--- src/rtl/lock_enable_gen.sv ---
// PLL lock qualifier: synchronises the raw lock flag, requires it to stay stable before
// enabling the LED blinker, and enforces a back-off period after every lock loss.
module lock_enable_gen #(
  parameter int unsigned SYNC_STAGES    = 2,
  parameter int unsigned STABLE_CYCLES  = 16000,
  parameter int unsigned BACKOFF_CYCLES = 1600,
  parameter int unsigned LOSS_CNT_W     = 8
) (
  input  logic                  clkin,
  input  logic                  reset,
  input  logic                  lock_in,
  output logic                  enable,
  output logic                  locked_sync,
  output logic [LOSS_CNT_W-1:0] lock_loss_count,
  output logic [1:0]            state
);

  localparam int unsigned MaxCycles =
      (STABLE_CYCLES > BACKOFF_CYCLES) ? STABLE_CYCLES : BACKOFF_CYCLES;
  localparam int unsigned CntW = $clog2(MaxCycles) + 1;
  localparam logic [CntW-1:0] StableLast  = CntW'(STABLE_CYCLES - 1);
  localparam logic [CntW-1:0] BackoffLast = CntW'(BACKOFF_CYCLES - 1);

  typedef enum logic [1:0] {
    StWaitLock = 2'b00,
    StQualify  = 2'b01,
    StRun      = 2'b10,
    StBackoff  = 2'b11
  } state_e;

  logic [SYNC_STAGES-1:0] sync_q, sync_d;
  state_e                 state_q, state_d;
  logic [CntW-1:0]        cnt_q, cnt_d;
  logic [LOSS_CNT_W-1:0]  loss_q, loss_d;
  logic                   enable_q, enable_d;
  logic                   lock_s;

  // lock_in is asynchronous; only the first synchroniser flop may sample it.
  assign sync_d = {sync_q[SYNC_STAGES-2:0], lock_in};
  assign lock_s = sync_q[SYNC_STAGES-1];

  always_comb begin
    state_d = state_q;
    cnt_d   = cnt_q;
    loss_d  = loss_q;
    case (state_q)
      StWaitLock: begin
        cnt_d = '0;
        if (lock_s) begin
          state_d = StQualify;
        end
      end
      StQualify: begin
        if (!lock_s) begin
          // A glitch while qualifying restarts qualification but is not a loss.
          state_d = StWaitLock;
          cnt_d   = '0;
        end else if (cnt_q == StableLast) begin
          state_d = StRun;
          cnt_d   = '0;
        end else begin
          cnt_d = cnt_q + CntW'(1);
        end
      end
      StRun: begin
        cnt_d = '0;
        if (!lock_s) begin
          state_d = StBackoff;
          if (loss_q != '1) begin
            loss_d = loss_q + LOSS_CNT_W'(1);
          end
        end
      end
      StBackoff: begin
        // Back-off always runs to completion, even if lock returns.
        if (cnt_q == BackoffLast) begin
          state_d = StWaitLock;
          cnt_d   = '0;
        end else begin
          cnt_d = cnt_q + CntW'(1);
        end
      end
      default: begin
        state_d = StWaitLock;
        cnt_d   = '0;
      end
    endcase
  end

  // Registered decode of the next state keeps enable glitch-free and aligned with RUN.
  assign enable_d = (state_d == StRun);

  always_ff @(posedge clkin) begin
    if (reset) begin
      sync_q   <= '0;
      state_q  <= StWaitLock;
      cnt_q    <= '0;
      loss_q   <= '0;
      enable_q <= 1'b0;
    end else begin
      sync_q   <= sync_d;
      state_q  <= state_d;
      cnt_q    <= cnt_d;
      loss_q   <= loss_d;
      enable_q <= enable_d;
    end
  end

  assign enable          = enable_q;
  assign locked_sync     = lock_s;
  assign lock_loss_count = loss_q;
  assign state           = state_q;

endmodule

--- config.mk ---
export PLATFORM = sky130hd
export DESIGN_NAME = lock_enable_gen
export DESIGN_NICKNAME = d
export VERILOG_FILES = /design/src/rtl/lock_enable_gen.sv
export SDC_FILE = /design/constraint.sdc
export NUM_CORES = 1
export LEC_CHECK = 0
export ABC_AREA = 1
export BUFFER_PORTS_ARGS = -buffer_cell sky130_fd_sc_hd__clkbuf_2
export CAP_MARGIN = 20
export CORE_MARGIN = 3
export CORE_UTILIZATION = 44
export DETAILED_ROUTE_END_ITERATION = 10
export GPL_TIMING_DRIVEN = 0
export PLACE_DENSITY = 0.64
export SETUP_SLACK_MARGIN = 0.15
export SYNTH_ARGS = -nofsm -noshare
export SYNTH_HDL_FRONTEND = slang
export SYNTH_SLANG_ARGS = --single-unit
--- constraint.sdc ---
create_clock -name clkin -period 1.7 [get_ports clkin]
set_input_delay 0 -clock clkin [delete_from_list [all_inputs] [get_ports clkin]]
set_output_delay 0 -clock clkin [all_outputs]
set_load 0.02 [all_outputs]
==> flow_summary.yaml <==
setup_path:
  cp_max_fo: 10
  r2r-end: "cnt_q[14]"
  cp-start-kind: "register"
  crit_path_frequent_cell: "nand2_2"
  r2r-start: "cnt_q[0]"
  critPathKind: "reg -> reg"
  cp.required_ps: 1920
  arrival_ps: 1670
  rr_worst_depth: 9
  cpPeakStageDelay_ps: 370
  critPathCaptureType: "register"
  slowest_stage: "dfxtp_2"
  crit_chain: "ha_2 -> nand3_4 -> nor2_4 -> nand2_1 -> nand2_2 -> nand2_2 -> nand2_4 -> buf_12 -> nor2_2"
  reg2reg_slack_ps: 240
sta:
  period_needed_ps: 1460
  worstMarginPinSlew_ps: 285
  fin_crit_sh: 0.856
  slew_violations: 0
  fmax_mhz: 687
  skew_ps: 19.0
  max-slew-margin-rel: 0.808
  hold_viol: 0
  finalSetupViolations: 0
  tns_ps: 0
  rsz0062_at_grt: "true"
min_path:
  min_to: "sync_q[1]"
  holdPathStages: 2
  hold_class: "reg -> reg"
  worstHoldStart: "sync_q[0]"
grt:
  grt_pass1_vias: 1075
  grt_start_max_net_pins: 15
  grt_pass1_wl_um: 4510
  grt_usage: 0.154
  overflow: 0
  antenna_found_initial: 0
layout:
  layout_common_cells: "nand2_1 (37), inv_1 (26), nor2_1 (26)"
  layout_commonest_cell: "nand2_1"
  drive_above_1_share: 0.238
  fin_cells: 245
  synthToLayoutAreaGrowth_pct: 15.7
  n_antenna_cell: 0
  fillCellCount: 302
  nNetsFinal: 221
yosys:
  ys_warn_count: 0
  synth_nets: 198
  synth_top_area_share: 0.410
  synth_cells: 193
  ys_ff_latch: 28
  synth_cell_types: 19
  synth_area_leaders: "dfxtp_1 (41%), nand2_1 (10%), nor2_1 (8.0%), inv_1 (7.1%), nand3_1 (6.6%)"
  synth.yosys.seq_area_share: 0.410
  netlist.top_cell.by_area: "dfxtp_1"
  synthesis.area_sq_mm: 0.00137
  synth_area_per_cell_sq_um: 7.08
clock_tree:
  cts.clk_slew.worst_paths_ps: 150
  cts_buffers: 3
  cts_sinks: 28
  clockBufferDepth: 2
  clk_latency_ps: 320
  cts_tree: "yes"
  cts-root-buf: "clkbuf_4"
  htreeDepth: 1
placed_design:
  dpl.cell_count: 238
  place.gp.congestion: 0.844
  io_buffers: 14
  place_hpwl_um: 1910
detailed_routing:
  postRouteAntennaNets: 0
  vias_per_cell: 4.92
  vias: 1206
  drt_first_pass_iters: 5
  drt_iter0_markers: 29
  postRouteWirelength_um: 2610
  drc: 0
  wl_per_cell_um: 10.6
floorplan:
  io_pins: 15
  die_w_um: 61.7
  dieArea_sq_mm: 0.00381
  die_h_um: 61.7
  core_sq_mm: 0.00285
  initial_core_util: 0.479
  std_cell_rows: 19
run_status:
  outcome: "finished clean"
power:
  peakVddDrop_mv: 0.421
  power-per-cell-area_mw_per_mm2: 710
  leakage_nw: 0.653
run:
  cap_violations: 0
## final cells by class
cell class	count	area, sq um	area share
sequential	28	569	0.360
timing repair buffer	18	108	0.0681
buffer	3	32.5	0.0206
multi-input combinational	135	708	0.448
clock buffer	3	22.5	0.0143
inverter	27	101	0.0641
tap	31	38.8	0.0245
## power by group
part / internal, W / switching [W]
clock network: 0.0000829 / 0.000184
registers: 0.000679 / 0.0000209
logic: 0.0000584 / 0.0000972
total: 0.000821 / 0.000302
## kinds of logic after synthesis
kind of cell               count (synthesis)  synth area share
adders and majority gates                  2            0.0183
and+or+nand+nor                          106             0.349
DFF                                       28             0.410
buffers and inverters                     30            0.0961
xor gates and xnor gates                  10            0.0641
AOI/OAI and AO/OA                         17            0.0623
## through the flow
step / util / setup WS [ps] / total power [W] / cell area [sq um] / hold slack (ps)
2_1_floorplan: - / 211 / 0.000818 / 1370 / 69.1
3_3_place_gp: 0.517 / 105 / 0.000856 / 1480 / 201
3_5_place_dp: 0.517 / 63.3 / 0.000859 / 1480 / 197
4_1_cts: 0.538 / 158 / 0.00113 / 1530 / 423
5_1_grt: 0.554 / 130 / 0.00119 / 1580 / 453
6_report: 0.554 / 245 / 0.00112 / 1580 / 421
## flip-flops by register name, indices dropped and copies added (netlist names)
register and flops:
state 2, enable 1, sync_q 2, lock_loss_count 8, cnt_q 15
## critical path, delay by kind of cell (launching register included)
family	cells	cell delay, ps
fa+ha+maj	1	210
simple gates	7	640
flops	1	370
buf+inv	1	150
## worst max-delay path by stage
stage,endpoint,from,slack [ps],cells after the start
after global placement,cnt_q[14],cnt_q[0],100,9
after floorplan,lock_loss_count[0],lock_loss_count[0],210,7
after CTS,cnt_q[14],cnt_q[0],160,9
after detailed placement,cnt_q[14],cnt_q[0],60,9
after global routing,cnt_q[9],cnt_q[2],130,7
final,cnt_q[14],cnt_q[0],240,9
## timing repair
| action | 4_1_cts | 5_1_grt |
|---|---|---|
| resized for setup | 2 | 15 |
| setup endpoints to repair | 11 | 18 |
| pin swaps | 1 | 0 |
| cloned | 0 | 0 |
| hold buffers | 3 | 0 |
| endpoints found under the hold margin | 5 | 0 |
| setup buffers | 0 | 1 |
## Yosys cell counts, drive strengths merged
cell type	count
xor2	7
xnor2	3
buf	3
nor3	2
o21ai	9
a21oi	8
dfxtp	28
inv	27
ha	2
nand4	3
nand3	18
nand2	42
nand3b	1
nor2	40
## metal layers
layer,global-route usage,up-vias,share of wire,routed length [um]
li1,-,645,-,-
met1,0.215,539,0.48,1250
met2,0.236,20,0.47,1230
met3,0.0310,2,0.038,98
met4,0.0545,0,0.0077,20
met5,0,-,0,0
(Power assumes the default switching activity.)
